`src/rtl/cp0_pkg.sv`:
```
// Shared CP0 definitions: register numbers, field bit positions and exception codes.
// The datapath decoder and the exception handler software use the same values.
package cp0_pkg;

    // CP0 register numbers as seen by mfc0/mtc0
    localparam logic [4:0] REG_SR    = 5'd12;
    localparam logic [4:0] REG_CAUSE = 5'd13;
    localparam logic [4:0] REG_EPC   = 5'd14;
    localparam logic [4:0] REG_PRID  = 5'd15;

    // SR field positions
    localparam int IM_HI   = 15;
    localparam int IM_LO   = 10;
    localparam int EXL_BIT = 1;
    localparam int IE_BIT  = 0;

    // Cause field positions
    localparam int IP_HI  = 15;
    localparam int IP_LO  = 10;
    localparam int BD_BIT = 31;
    localparam int EXC_HI = 6;
    localparam int EXC_LO = 2;

    // ExcCode values reported in Cause
    typedef enum logic [4:0] {
        EXC_INT  = 5'd0,
        EXC_ADEL = 5'd4,
        EXC_ADES = 5'd5,
        EXC_RI   = 5'd10,
        EXC_OV   = 5'd12
    } exc_code_e;

endpackage

```
`src/rtl/cp0_exc_ctrl.sv`:
```
// Coprocessor-0 exception/interrupt controller.
// Holds SR/Cause/EPC/PRId, raises exc_req for the M stage, and serves mfc0/mtc0/eret.
// Interrupt lines are sampled into Cause.IP every cycle, so an interrupt reaches exc_req
// one cycle after it appears on hw_int.
module cp0_exc_ctrl
    import cp0_pkg::*;
#(
    parameter logic [31:0] PRID    = 32'h2019_1207,
    parameter int          HW_BITS = 6
) (
    input  logic                clk,
    input  logic                reset,
    input  logic [4:0]          rd_sel,
    input  logic [4:0]          wr_sel,
    input  logic                wr_en,
    input  logic [31:0]         wr_data,
    input  logic [31:0]         pc_m,
    input  logic                bd_m,
    input  logic [4:0]          exc_code,
    input  logic                exl_clr,
    input  logic [HW_BITS-1:0]  hw_int,
    output logic                exc_req,
    output logic [31:0]         epc,
    output logic [31:0]         rd_data
);

    logic [HW_BITS-1:0] im;
    logic               exl;
    logic               ie;
    logic [HW_BITS-1:0] ip;
    logic               bd;
    logic [4:0]         exc_code_q;
    logic [31:0]        epc_q;

    logic               int_req;
    logic               sync_req;
    logic [31:0]        sr_val;
    logic [31:0]        cause_val;

    // Request decision: EXL masks both interrupts and synchronous exceptions
    always_comb begin
        int_req  = (|(ip & im)) & ie & ~exl;
        sync_req = (exc_code != 5'd0) & ~exl;
        exc_req  = int_req | sync_req;
    end

    // Assemble SR/Cause images and select the mfc0 read value (no write bypass)
    always_comb begin
        sr_val                    = '0;
        sr_val[IM_LO +: HW_BITS]  = im;
        sr_val[EXL_BIT]           = exl;
        sr_val[IE_BIT]            = ie;

        cause_val                 = '0;
        cause_val[BD_BIT]         = bd;
        cause_val[IP_LO +: HW_BITS] = ip;
        cause_val[EXC_LO +: 5]    = exc_code_q;

        case (rd_sel)
            REG_SR:    rd_data = sr_val;
            REG_CAUSE: rd_data = cause_val;
            REG_EPC:   rd_data = epc_q;
            REG_PRID:  rd_data = PRID;
            default:   rd_data = 32'h0;
        endcase
    end

    // Register update: exception entry beats mtc0 and eret, which are dropped with the flush
    always_ff @(posedge clk or negedge reset) begin
        if (!reset) begin
            im         <= '0;
            exl        <= 1'b0;
            ie         <= 1'b0;
            ip         <= '0;
            bd         <= 1'b0;
            exc_code_q <= 5'd0;
            epc_q      <= 32'h0;
        end else begin
            ip <= hw_int;
            if (exc_req) begin
                exl        <= 1'b1;
                bd         <= bd_m;
                epc_q      <= bd_m ? (pc_m - 32'd4) : pc_m;
                exc_code_q <= sync_req ? exc_code : EXC_INT;
            end else begin
                if (wr_en && (wr_sel == REG_SR)) begin
                    im  <= wr_data[IM_LO +: HW_BITS];
                    exl <= wr_data[EXL_BIT];
                    ie  <= wr_data[IE_BIT];
                end
                if (wr_en && (wr_sel == REG_EPC)) begin
                    epc_q <= {wr_data[31:2], 2'b00};
                end
                if (exl_clr) begin
                    exl <= 1'b0;
                end
            end
        end
    end

    assign epc = epc_q;

endmodule

```
`config.mk`:
```
export PLATFORM = sky130hd
export DESIGN_NAME = cp0_exc_ctrl
export DESIGN_NICKNAME = d
export VERILOG_FILES = /design/src/rtl/cp0_pkg.sv /design/src/rtl/cp0_exc_ctrl.sv
export SDC_FILE = /design/constraint.sdc
export NUM_CORES = 1
export LEC_CHECK = 0
export CAP_MARGIN = 40
export CORE_MARGIN = 3
export CORE_UTILIZATION = 46
export CTS_CLUSTER_DIAMETER = 200
export DETAILED_ROUTE_END_ITERATION = 10
export PLACE_DENSITY = 0.87
export RECOVER_POWER = 50
export SLEW_MARGIN = 20
export SYNTH_ARGS = -nofsm -noshare
export SYNTH_HDL_FRONTEND = slang
export SYNTH_SLANG_ARGS = --single-unit
export TNS_END_PERCENT = 20
```
`constraint.sdc`:
```
create_clock -name clk -period 4.5 [get_ports clk]
set_input_delay 1.125 -clock clk [delete_from_list [all_inputs] [get_ports clk]]
set_output_delay 1.125 -clock clk [all_outputs]
set_load 0.03 [all_outputs]
```
==> results of run 1 <==
==> routing by layer <==
| layer | track usage | part of all wire | vias up | wire [um] |
|---|---|---|---|---|
| met5 | 0 | 0 | - | 0 |
| met2 | 0.4413 | 0.48 | 201 | 5348 |
| li1 | - | - | 1744 | - |
| met3 | 0.04425 | 0.089 | 19 | 999 |
| met4 | 0.07326 | 0.016 | 0 | 184 |
| met1 | 0.3462 | 0.42 | 1758 | 4720 |
==> layout by cell type, fill, tap and decap left out, types with 10 or more instances in the layout <==
cell | Yosys | final
a31oi_1 | 17 | 17
and2_1 | 13 | 13
and4_1 | 16 | 16
buf_4 | 0 | 34
clkdlybuf4s50_1 | 0 | 101
dfrtp_1 | 52 | 52
dlygate4sd3_1 | 0 | 28
mux2i_1 | 34 | 34
nand2_1 | 10 | 10
nor2_1 | 35 | 34
nor4_1 | 21 | 21
o21ai_0 | 11 | 11
o31a_1 | 17 | 17
or3_1 | 11 | 11
==> sequential cells by signal, summed over array words and instances, names as in the netlist <==
register,flops
epc,32
exc_code_q,5
ip,6
ie,1
exl,1
im,6
bd,1
==> power by group <==
part           internal (mW)  leakage [nW]  switching, mW
clock                  0.125        0.0445          0.153
sequential             0.664         0.609          0.173
combinational          0.565          1.48          0.713
total                   1.35          2.13           1.04
==> worst max-delay path, stage by stage <==
cell             delay, ns
clkdlybuf4s50_1       0.71
buf_4                 0.29
nor2_1                0.07
nor2_1                0.08
clkdlybuf4s50_1       0.68
==> layout make-up <==
class                      count  share of cell area
clock buffer                   7             0.01666
clock inverter                 1            0.001449
sequential                    52              0.2511
timing repair buffer         166              0.3007
tap                           99             0.02391
multi-input combinational    290              0.3997
inverter                       9            0.006520
==> final timing paths <==
path / start / endpoint / slack (ns) / cells after the start
max: rd_sel[0] / rd_data[16] / 0.41 / 5
min: exc_code_q[0] / exc_code_q[0] / 0.52 / 1
max reg2reg: im[0] / bd / 1.72 / 6
min reg2reg: exc_code_q[0] / exc_code_q[0] / 0.52 / 1
max in group asynchronous: reset / ip[1] / 1.30 / 2
min in group asynchronous: reset / epc[2] / 1.03 / 1
==> cells by family (layout without fill, tap and decap cells) <==
kind of cell	Yosys count	in the layout	share of synthesized area
AOI/OAI and AO/OA	80	80	0.1595
buffers and inverters	34	183	0.03897
and+or+nand+nor	155	155	0.2732
DFF	52	52	0.3718
muxes	42	42	0.1230
xor gates and xnor gates	12	12	0.03003
adders and majority gates	1	1	0.003575
==> results.py, run 1 <==
metrics = {
    "setup_path": {
        "cp.arrival_ns": 2.97,
        "cp.required_ns": 3.38,
        "cp-start-kind": "input pin",
        "end_kind": "output port",
        "crit_type": "input pin to output port",
        "crit_fanout": 12,
    },
    "sta": {
        "slew_violations": 33,
        "fin_crit_ns": 4.090,
        "post-route-period-util": 0.9090,
        "clock_skew_ns": 0.009114,
        "setup_viol": 0,
        "finalHoldViolCount": 0,
        "worst_slack_ns": 0.4095,
        "relSlewSlack": -0.1373,
        "worst_pin_slew_ns": 1.706,
        "holdWs_ns": 0.5151,
        "rsz0062_at_grt": "false",
        "fin_tns_setup_ns": 0,
        "max_freq_mhz": 244.5,
    },
    "clocking": {
        "cts_tree": "done",
        "h-tree-depth": 2,
        "cts-root-buf": "clkbuf_8",
        "clock_latency_ns": 0.31,
        "hold_buffers": 0,
        "cts.clk_slew.worst_paths_ns": 0.09,
        "post_cts_resize_count": 0,
        "cts_sinks": 52,
        "cts_setup_buffers": 0,
        "cts_made_buffers": 5,
        "clk_path_buf_depth": 2,
    },
    "layout": {
        "synthToLayoutAreaGrowth_pct": 48.05,
        "nNetsFinal": 615,
        "fill_cells": 548,
        "diodes": 0,
        "seq_area_mm2": 0.001301,
        "final_area_mm2": 0.005181,
        "final_cells": 624,
        "multi_input_area_mm2": 0.002071,
        "fin_util": 0.7068,
        "drive_gt1_frac": 0.1048,
    },
    "routing": {
        "drtIter0Drc": 144,
        "num_vias": 3722,
        "drt-total-wl_um": 11250,
        "ant_nets": 0,
        "wire_per_inst_um": 18.03,
        "avgViaCountPerCell": 5.965,
        "drc": 0,
        "drt-pass1-iter-count": 5,
    },
    "placed_design": {
        "gp_congestion": 0.9079,
        "place_inst": 616,
        "dp_hpwl_um": 8738,
        "place_ws_ns": 0.4526,
        "placement.io_buffers": 154,
        "dpl_cell_area_mm2": 0.005096,
    },
    "global_routing": {
        "track_usage": 0.2618,
        "grt_pass1_wl_um": 18100,
        "antenna_found_initial": 0,
        "grt_max_degree": 33,
        "gr-total-overflow": 0,
        "grt_pass1_vias": 3631,
    },
    "job": {
        "maxCapViolations": 1,
    },
    "floorplanning": {
        "dieArea_mm2": 0.008690,
        "core_mm2": 0.007331,
        "die_y_um": 93.22,
        "fp.dieW_um": 93.22,
        "initial_core_util": 0.4774,
        "ios": 155,
        "rows": 31,
    },
    "logic_synthesis": {
        "yosysUniqueCellTypes": 47,
        "ys.flop_type": "dfrtp_1",
        "synth_top_area_frac": 0.3718,
        "yosys.area.top_type": "dfrtp_1",
        "post_synth_inst_count": 376,
        "synth.area.top_cells": "dfrtp_1, mux2i_1, o31a_1",
        "ys_warn_count": 0,
        "synth_seq_cells": 52,
        "yosys-top-cells-count": "dfrtp_1, nor2_1, mux2i_1, nor4_1, clkbuf_1",
        "synth_edf_count": 0,
        "syn_area_mm2": 0.003500,
        "avgSynthCellArea_um2": 9.307,
        "seq_area_frac_synth": 0.3718,
        "async_flop_share": 1.000,
        "syn_nets": 467,
        "synth.most_common_cell": "dfrtp_1",
    },
    "power_and_ir_drop": {
        "p_leak_nw": 2.129,
        "power_mw": 2.394,
        "p_per_area_mw_per_mm2": 462.0,
        "ir_drop_uv": 304.5,
    },
    "hold_path": {
        "hp-class": "flop to flop",
    },
    "outcome": {
        "violations": "max-capacitance violations, max-slew violations",
        "status": "complete, but fails checks",
    },
}
Power figures use the tool's default switching activity.
==> run 2, diff against run 1 <==
--- a/config.mk
+++ b/config.mk
@@ -5,7 +5,7 @@
 export SDC_FILE = /design/constraint.sdc
 export NUM_CORES = 1
 export LEC_CHECK = 0
-export CAP_MARGIN = 40
+export CAP_MARGIN = 5
 export CORE_MARGIN = 3
 export CORE_UTILIZATION = 46
 export CTS_CLUSTER_DIAMETER = 200
==> results of run 2 <==
The final DEF is identical to that of run 1; final timing and power are the same.
==> run 3, diff against run 2 <==
--- a/config.mk
+++ b/config.mk
@@ -5,12 +5,13 @@
 export SDC_FILE = /design/constraint.sdc
 export NUM_CORES = 1
 export LEC_CHECK = 0
+export ABC_AREA = 1
 export CAP_MARGIN = 5
 export CORE_MARGIN = 3
-export CORE_UTILIZATION = 46
+export CORE_UTILIZATION = 47
 export CTS_CLUSTER_DIAMETER = 200
 export DETAILED_ROUTE_END_ITERATION = 10
-export PLACE_DENSITY = 0.87
+export PLACE_DENSITY = 0.93
 export RECOVER_POWER = 50
 export SLEW_MARGIN = 20
 export SYNTH_ARGS = -nofsm -noshare
==> results.py, run 3 <==
metrics = {
    "placed_design": {
        "gp_congestion": 0.8928,
        "placement.io_buffers": 154,
        "dp_hpwl_um": 10220,
    },
    "layout": {
        "fin_util": 0.7134,
        "mostFrequentLayoutCell": "nand2_1",
        "largest_register_ffs": 32,
        "seq_area_mm2": 0.001301,
        "nNetsFinal": 800,
        "fill_cells": 580,
        "synthToLayoutAreaGrowth_pct": 42.31,
        "drive_gt1_frac": 0.08463,
        "diodes": 0,
        "multi_input_area_mm2": 0.002023,
        "final_cell_mix": "nand2_1, clkdlybuf4s50_1, nor2_1",
    },
    "setup_path": {
        "critical_path.most_common_cell": "clkdlybuf4s50_1",
        "path_buf_inv": 3,
        "end_kind": "output port",
        "worstReg2RegEnd": "im[0]",
        "reg2reg_depth": 8,
        "rr_startpoint": "exl",
        "r2r_slack_ns": 2.03,
        "crit_fanout": 4,
        "cp.arrival_ns": 3.09,
        "cpPeakStageDelay_ns": 0.67,
        "critical_path.startpoint": "exc_code[4]",
        "cp-start-kind": "input pin",
        "crit_slowest_cell": "o21ai_0",
        "worstPathCellList": "clkdlybuf4s50_1 -> inv_1 -> nand3_1 -> o21ai_0 -> nand2_4 -> clkdlybuf4s50_1",
        "crit_type": "input pin to output port",
        "crit_family": "buffers and inverters",
        "cp.required_ns": 3.38,
    },
    "clocking": {
        "post_cts_resize_count": 0,
        "cts.clk_slew.worst_paths_ns": 0.09,
        "clk_path_buf_depth": 2,
        "cts_made_buffers": 5,
        "h-tree-depth": 2,
        "clock_latency_ns": 0.30,
        "cts_sinks": 52,
        "cts_tree": "done",
        "cts-root-buf": "clkbuf_8",
        "cts_setup_buffers": 0,
        "hold_buffers": 0,
    },
    "power_and_ir_drop": {
        "switching_power_mw": 1.254,
        "seq_power_share": 0.322,
        "ir_drop_uv": 249.0,
        "p_int_mw": 1.307,
        "combPwrFrac": 0.580,
        "p_sw_frac": 0.4896,
        "power_mw": 2.561,
        "p_leak_nw": 2.607,
        "p_clk_frac": 0.099,
        "p_per_area_mw_per_mm2": 479.6,
    },
    "routing": {
        "avgViaCountPerCell": 5.332,
        "drt-total-wl_um": 12540,
        "wire_per_inst_um": 15.52,
        "drc": 0,
        "drt-pass1-iter-count": 5,
        "ant_nets": 0,
        "drtIter0Drc": 270,
        "num_vias": 4308,
    },
    "sta": {
        "worst_pin_slew_ns": 2.030,
        "fin_tns_setup_ns": 0,
        "slew_violations": 38,
        "relSlewSlack": -0.3536,
        "finalHoldViolCount": 0,
        "post-route-period-util": 0.9361,
        "holdWs_ns": 0.5102,
        "setup_viol": 0,
        "clock_skew_ns": 0.004540,
        "rsz0062_at_grt": "false",
        "fin_crit_ns": 4.212,
        "max_freq_mhz": 237.4,
    },
    "logic_synthesis": {
        "seq_area_frac_synth": 0.3468,
        "ys.flop_type": "dfrtp_1",
        "yosys-top-cells-count": "nand2_1, nor2_1, inv_1, dfrtp_1, nand3_1",
        "syn_nets": 650,
        "post_synth_inst_count": 559,
        "synth_edf_count": 0,
        "async_flop_share": 1.000,
        "synth_top_area_frac": 0.3468,
        "yosysUniqueCellTypes": 39,
        "yosys.area.top_type": "dfrtp_1",
        "syn_area_mm2": 0.003752,
        "synth_seq_cells": 52,
        "ys_warn_count": 0,
        "synth.most_common_cell": "nand2_1",
        "synth.area.top_cells": "dfrtp_1, nand2_1, nor2_1",
        "avgSynthCellArea_um2": 6.713,
    },
    "job": {
        "maxCapViolations": 1,
    },
    "floorplanning": {
        "die_y_um": 95.35,
        "ios": 155,
        "dieArea_mm2": 0.009092,
        "fp.dieW_um": 95.35,
        "core_mm2": 0.007486,
        "initial_core_util": 0.5013,
        "rows": 31,
    },
    "hold_path": {
        "min_from": "epc[17]",
        "hp-class": "flop to flop",
        "holdPathStages": 2,
        "whs_endpoint": "epc[17]",
    },
    "global_routing": {
        "grt_max_degree": 53,
        "grt_pass1_wl_um": 19890,
        "grt_pass1_vias": 4116,
        "antenna_found_initial": 0,
        "track_usage": 0.2780,
        "gr-total-overflow": 0,
    },
    "outcome": {
        "violations": "max-capacitance violations, max-slew violations",
        "status": "complete, but fails checks",
    },
}
-- run 3: changes by cell type after synthesis, sizes merged, moves of 13 or more --
cell    previous run  this run
inv                8        76
mux2i             34         0
nor4              22         0
clkbuf            18         1
and4              16         0
nand2             11       184
nand3              8        42
o31a              17         0
and2              13         0
nor2              35        97
a31oi             17         0
o21ai             14        37
-- run 3: metal layers --
| metal | track usage | vias to the layer above | wire length [um] |
|---|---|---|---|
| met5 | 0 | - | 0 |
| met4 | 0.07091 | 0 | 241 |
| met3 | 0.03078 | 22 | 1013 |
| met2 | 0.4904 | 209 | 6288 |
| met1 | 0.3620 | 2031 | 4998 |
| li1 | - | 2046 | - |
-- run 3: worst max-delay path by stage --
stage / slack, ns / to / cells after the start
floorplan: 1.22 / rd_data[3] / 7
global placement: 0.41 / rd_data[12] / 8
detailed placement: 0.27 / rd_data[12] / 8
CTS: 0.27 / rd_data[12] / 8
global route: 0.14 / rd_data[12] / 8
finish: 0.29 / exc_req / 6
-- run 3: power by group through the flow --
stage / clock [mW] / combinational (mW) / sequential (mW)
global route: 0.270 / 1.62 / 0.846
floorplan: 0 / 0.682 / 1.09
global placement: 0 / 1.47 / 0.826
CTS: 0.252 / 1.52 / 0.825
finish: 0.253 / 1.48 / 0.824
detailed placement: 0 / 1.52 / 0.835
-- run 3: logic make-up after synthesis --
kind of cell	share of synthesized area
adder cells (fa/ha/maj)	0.003334
buffers and inverters	0.1097
XOR/XNOR	0.02567
AO/OA/AOI/OAI	0.09937
flip-flops	0.3468
AND/OR/NAND/NOR	0.4151
-- run 3: area by class of cell --
cell class,count,area share
clock inverter,1,0.0009372
timing repair buffer,158,0.2854
multi-input combinational,415,0.3789
sequential,52,0.2437
inverter,77,0.05436
clock buffer,6,0.01359
tap,99,0.02320
-- run 3: stage by stage --
step / cells / worst slack [ns] / cell area (um2)
after floorplan: 559 / 1.225 / 3752
after global placement: 801 / 0.4056 / 5284
after detailed placement: 801 / 0.2690 / 5284
after CTS: 808 / 0.2671 / 5361
after global routing: 808 / 0.1367 / 5340
final: 808 / 0.2876 / 5340
-- run 3: worst min-delay path: stages (launching register included) --
cell     delay [ns]
dfrtp_1        0.37
nand2_1        0.06
nand2_1        0.06
